`src/rtl/counter_ctrl_pkg.sv`:
```
// Shared types and constants for the counter_ctrl command sequencer.
package counter_ctrl_pkg;

    localparam int unsigned DEFAULT_WIDTH = 4;

    typedef enum logic [1:0] {
        IDLE = 2'd0,
        LOAD = 2'd1,
        RUN  = 2'd2,
        FIN  = 2'd3
    } ctrl_state_e;

endpackage

```
`src/rtl/counter_ctrl.sv`:
```
// Command-driven sequencer that loads an up/down counter and runs it to a target value.
// Optional saturation stop (no wrap) when COUNTER_CTRL_SAT_EN is defined.
module counter_ctrl
    import counter_ctrl_pkg::*;
#(
    parameter int unsigned WIDTH = DEFAULT_WIDTH
) (
    input  logic             clk,
    input  logic             rst,
    input  logic             cmd_valid,
    output logic             cmd_ready,
    input  logic [WIDTH-1:0] cmd_start,
    input  logic [WIDTH-1:0] cmd_target,
    input  logic             cmd_up,
    input  logic             cmd_abort,
    input  logic [WIDTH-1:0] count_out,
    input  logic             zero,
    input  logic             max_count,
    output logic             load_n,
    output logic [WIDTH-1:0] data_load,
    output logic             ce,
    output logic             up_down,
    output logic             busy,
    output logic             done,
    output logic             aborted,
    output logic             saturated
);

    ctrl_state_e      state;
    ctrl_state_e      next_state;
    logic [WIDTH-1:0] start_q;
    logic [WIDTH-1:0] target_q;
    logic             up_q;
    logic             at_target;
    logic             sat_hit;
    logic             in_cmd;

    assign at_target = (count_out == target_q);
    assign in_cmd    = (state == LOAD) || (state == RUN);

`ifdef COUNTER_CTRL_SAT_EN
    // Counter sits at its rail in the counting direction and the target lies beyond it.
    assign sat_hit = (state == RUN) && !at_target &&
                     ((up_q && max_count) || (!up_q && zero));
`else
    logic unused_flags;
    assign unused_flags = zero ^ max_count;
    assign sat_hit      = 1'b0;
`endif

    // State register
    always_ff @(posedge clk or posedge rst) begin
        if (rst) begin
            state <= IDLE;
        end else begin
            state <= next_state;
        end
    end

    // Next-state logic
    always_comb begin
        next_state = state;
        unique case (state)
            IDLE: if (cmd_valid) next_state = LOAD;
            LOAD: next_state = cmd_abort ? IDLE : RUN;
            RUN: begin
                if (cmd_abort) begin
                    next_state = IDLE;
                end else if (at_target || sat_hit) begin
                    next_state = FIN;
                end
            end
            FIN:  next_state = IDLE;
            default: next_state = IDLE;
        endcase
    end

    // Counter-side and handshake outputs decoded from state; ce must react to count_out in-cycle
    always_comb begin
        cmd_ready = 1'b0;
        busy      = 1'b1;
        load_n    = 1'b1;
        data_load = '0;
        ce        = 1'b0;
        up_down   = 1'b1;
        unique case (state)
            IDLE: begin
                cmd_ready = 1'b1;
                busy      = 1'b0;
            end
            LOAD: begin
                load_n    = cmd_abort;
                data_load = start_q;
            end
            RUN: begin
                up_down = up_q;
                ce      = !cmd_abort && !at_target && !sat_hit;
            end
            FIN: begin
                ce = 1'b0;
            end
            default: begin
                busy = 1'b0;
            end
        endcase
    end

    // Command register, captured on the accepting handshake
    always_ff @(posedge clk or posedge rst) begin
        if (rst) begin
            start_q  <= '0;
            target_q <= '0;
            up_q     <= 1'b1;
        end else if ((state == IDLE) && cmd_valid) begin
            start_q  <= cmd_start;
            target_q <= cmd_target;
            up_q     <= cmd_up;
        end
    end

    // Completion pulses: high for exactly the cycle after the deciding edge
    always_ff @(posedge clk or posedge rst) begin
        if (rst) begin
            done      <= 1'b0;
            aborted   <= 1'b0;
            saturated <= 1'b0;
        end else begin
            done      <= (state == RUN) && !cmd_abort && at_target;
            aborted   <= in_cmd && cmd_abort;
            saturated <= (state == RUN) && !cmd_abort && sat_hit;
        end
    end

endmodule

```
`config.mk`:
```
export PLATFORM = sky130hd
export DESIGN_NAME = counter_ctrl
export DESIGN_NICKNAME = d
export VERILOG_FILES = /design/src/rtl/counter_ctrl_pkg.sv /design/src/rtl/counter_ctrl.sv
export SDC_FILE = /design/constraint.sdc
export NUM_CORES = 1
export LEC_CHECK = 0
export CAP_MARGIN = 30
export CORE_ASPECT_RATIO = 0.9
export CORE_MARGIN = 3
export CORE_UTILIZATION = 40
export CTS_CLUSTER_DIAMETER = 30
export CTS_CLUSTER_SIZE = 16
export DETAILED_ROUTE_END_ITERATION = 16
export PLACE_DENSITY = 0.78
export SYNTH_ARGS = -nofsm -noshare
export SYNTH_HDL_FRONTEND = slang
export SYNTH_SLANG_ARGS = --single-unit
```
`constraint.sdc`:
```
create_clock -name clk -period 1.7 [get_ports clk]
set_input_delay 0.34 -clock clk [delete_from_list [all_inputs] [get_ports clk]]
set_output_delay 0.34 -clock clk [all_outputs]
set_load 0.03 [all_outputs]
```
* Word-level counts from Yosys, hierarchy flattened *
Cells that the tools add are included.

storage, ports and cells
  register bits after elaboration = 13
  input bits = 19
  output and inout port bits = 12

cells by class
  equal/unequal tests = 6
  multiplexer cells = 11
  reduce and logical (&&, ||, !) cells = 10

operators with widths
  operator                                                         number
  2-bit 2-to-1 mux                                                 4
  2-bit case mux with 4 select lines                               1
  1-bit logical AND                                                5
  1-bit 2-to-1 mux                                                 5
  2-bit == test, second input constant                             2
  4-bit == test                                                    1
  4-bit 2-to-1 mux                                                 1
  3-bit inequality test, second input constant                     1
  2-bit by 1-bit == test with 1-bit output, second input constant  1
  1-bit zero test                                                  2
  2-bit zero test                                                  1
  2-bit inequality test, second input constant                     1
  2-bit AND reduction                                              1
  1-bit logical OR                                                 1

* Longest topological paths before layout *
  word-level depth = 4
  mapped depth = 5
  mapped depth without buffers = 5

* Worst setup path before layout *
No wires, ideal clock.

  path kind = reg-to-output
  start point = reg state[0]
  end point = out ce
  arrival time = 1.422 ns
  data required time = 1.360 ns
  slack = -0.062 ns
  stages on the path, launching flop included = 5
  cells stage by stage = dfrtp_1 -> inv_1 -> ha_1 -> nand2b_1 -> a41oi_1

between the ends
  longest elaborated chain between the ends = 2

RTL lines
  element                 line                text
  start, declared         counter_ctrl.sv:29  ctrl_state_e state;
  start signal, assigned  counter_ctrl.sv:56  state <= next_state;
  2-bit == test           counter_ctrl.sv:86  unique case (state)
  1-bit 2-to-1 mux        counter_ctrl.sv:86
  end, declared           counter_ctrl.sv:21  output logic ce,

Every way passes these cells.

* Worst setup path after layout *
Ends and elaborated chain as after synthesis.

==> impl_results.md <==
* Gpl congestion at 0.773
* Final core occ at 0.774
* Leakage at 0.526 nW
* Number of remaining DRC errors at 0
* Detailed Place HPWL at 1.11 mm
* Final nets at 124
* Tmin final at 1.72 ns
* Final setup viols at 4
* Routed len/inst at 14.3 um
* Largest net degree at the start of global routing at 14
* Worst Hold Class: primary input to asynchronous set/reset pin
* Max Clk Rate at 580 MHz
* WHS at 0.383 ns
* Status: finished, violations left
* Bufs on Longest Clock Path at 2
* H-tree levels at 1
* Cts hold-fix bufs at 0
* RSZ-0062 raised after global routing: true
* Fin area at 1180 um2
* DRT Pass-1 Iters at 4
* Synthesized cell area at 683 um2
* Vias at 587
* CTS Buf Count at 3
* First-pass GRT wire length at 2.71 mm
* Vias in the first global route at 632
* Netlist cell types at 22
* Initial antenna violation count at 0
* P&R area growth vs syn at 73.3%
* Max-slew headroom at 0.660
* Row count at 13
* Core Area at 1530 um2
* Syn avg cell area at 11.8 um2
* Clk_lat worst skew at 0.27 ns
* Fillers at 108
* Root Driver: clkbuf_4
* Place WS at -0.0252 ns
* YS warnings at 0
* Slew at the pin with the worst max-slew slack at 0.510 ns
* Clock sink count at 13
* IO Port Bufs at 27
* Final Hold Fails at 0
* Syn nets at 81
* Share of cells above drive strength 1 at 0.480
* Post-DP Area at 1030 um2
* Initial DRC Count at 4
* GRT overflow at 0
* Peak VDD IR at 0.00141 V
* Final Skew at 0.00835 ns
* Flops & latches, synth at 13
* Failing checks: setup timing
* Die height at 45.2 um
* Vias/cell at 4.81
* Chip width at 49.6 um
* Critical Path Fanout Max at 3
* Clock slew at reported path FFs at 0.09 ns
* Synthesized instance count at 58
* Critical Path Sink Type: output pin
* Final worst slack at -0.0239 ns
* CP required at 1.36 ns
* Antenna fix cells at 0
* Drt total wl at 1.75 mm
* Max_cap viols at 0
* PwrDens at 1660 nW/um2
* GR Util All Layers at 0.164
* Initial Utilization at 0.447
* Worst setup path class: flop to output pin
* Startpoint Class: flop
* Max Transition Viols Final at 0
* Detail Route Antenna Nets at 0
* Tcrit/Tclk final at 1.01
* Die area at 2240 um2
* CTS tree: built
* I/O Pins at 31
* Crit path arrival time at 1.38 ns
* Seq/Total Area, Yosys at 0.478
[layout make-up]
cell class | count | area, um2 | area share
clock buffers | 3 | 22.5 | 0.0190
multi-input cells | 40 | 429 | 0.363
inverters | 4 | 15.0 | 0.0127
flip-flops and latches | 13 | 327 | 0.276
well taps | 22 | 27.5 | 0.0233
repair buffers | 39 | 358 | 0.302
clock inverters | 1 | 5.00 | 0.00423
[Yosys cell counts]
master | number | share of area
mux2_2 | 9 | 0.15
nor2_1 | 2 | 0.011
nand4_1 | 1 | 0.0092
and2_1 | 5 | 0.046
a41o_1 | 1 | 0.015
or4_1 | 1 | 0.011
conb_1 | 1 | 0.0055
a41oi_1 | 1 | 0.013
nand3b_1 | 1 | 0.011
o211ai_2 | 1 | 0.018
nor3_1 | 1 | 0.0073
nor3b_1 | 1 | 0.011
dfrtp_1 | 12 | 0.44
nand2_1 | 2 | 0.011
xnor2_1 | 4 | 0.051
nor2b_1 | 1 | 0.0092
buf_4 | 1 | 0.011
nand2b_1 | 3 | 0.027
ha_1 | 4 | 0.073
a211oi_1 | 1 | 0.011
dfstp_2 | 1 | 0.038
inv_1 | 4 | 0.022
[through the flow]
stage               power (mW)  cells  TNS (ns)
floorplan                 1.14     58         0
global placement          1.51    114   -0.0170
detailed placement        1.54    114   -0.0252
CTS                       1.89    120   -0.0226
global route              2.09    122    -0.442
finish                    1.96    122   -0.0351
[worst paths after layout]
kind	start	endpoint	slack, ns	cells past startpoint
setup / recovery	state[0]$_DFFE_PP0P_	ce	-0.02	5
hold reg to reg	start_q[2]$_DFFE_PP0P_	start_q[2]$_DFFE_PP0P_	0.51	1
hold / removal	rst	state[1]$_DFFE_PP0P_	0.38	2
setup reg to reg	state[0]$_DFFE_PP0P_	state[1]$_DFFE_PP0P_	0.04	6
max in group asynchronous	rst	up_q$_DFFE_PP1P_	0.96	2
min in group clk	start_q[2]$_DFFE_PP0P_	start_q[2]$_DFFE_PP0P_	0.51	1
[sequential cells by signal (all words and copies together) (netlist names)]
register	count
start_q	4
target_q	4
state	2
aborted	1
up_q	1
done	1
[where the power goes]
part	switching, mW	leakage, nW	internal (mW)
Sequential	0.0975	0.156	0.456
Combinational	0.595	0.352	0.620
Clock	0.108	0.0177	0.0870
Total	0.800	0.526	1.16
[cells by family after synthesis]
logic type / after synthesis / share of synthesized area
other cells: 1 / 0.00549
compound gates: 4 / 0.0568
mux: 9 / 0.148
fa+ha+maj: 4 / 0.0733
buf+inv: 5 / 0.0330
simple gates: 18 / 0.154
xor+xnor: 4 / 0.0513
flops: 13 / 0.478
[critical path: stages (launching register included)]
cell and delay (ns):
dfrtp_1 0.43, inv_2 0.10, ha_4 0.16, nand2b_4 0.06
a41oi_4 0.19, buf_6 0.16
[timing repair]
action / CTS / global route
resized for setup: 12 / 5
buffers inserted: 2 / 2
endpoints found under the hold margin: 0 / 0
endpoints found under the setup margin: 5 / 7
[per-layer routing]
metal | track usage | vias to the layer above | part of all wire
li1 | - | 280 | -
met1 | 0.178 | 282 | 0.41
met2 | 0.296 | 21 | 0.51
met3 | 0.0363 | 4 | 0.064
met4 | 0.0994 | 0 | 0.018
met5 | 0 | - | 0
[placed cells by master (no fill, tap or decap)]
cell,count
a41o_1,1
xnor2_2,4
ha_4,2
inv_1,3
clkinv_2,1
o211ai_2,1
dfrtp_1,12
clkdlybuf4s50_1,18
mux2_2,9
nand4_1,1
inv_2,1
nand2b_4,1
buf_4,18
a41oi_4,1
or4_4,1
conb_1,1
nor3_1,1
nand3b_1,1
nand2_1,2
nor2b_4,1
and2_1,5
ha_1,1
a211oi_1,1
clkbuf_4,3
ha_2,1
buf_12,1
dfstp_2,1
nor3b_1,1
nor2_1,2
nand2b_1,2
buf_6,2
Note: power is estimated with default switching activity, not from simulation.
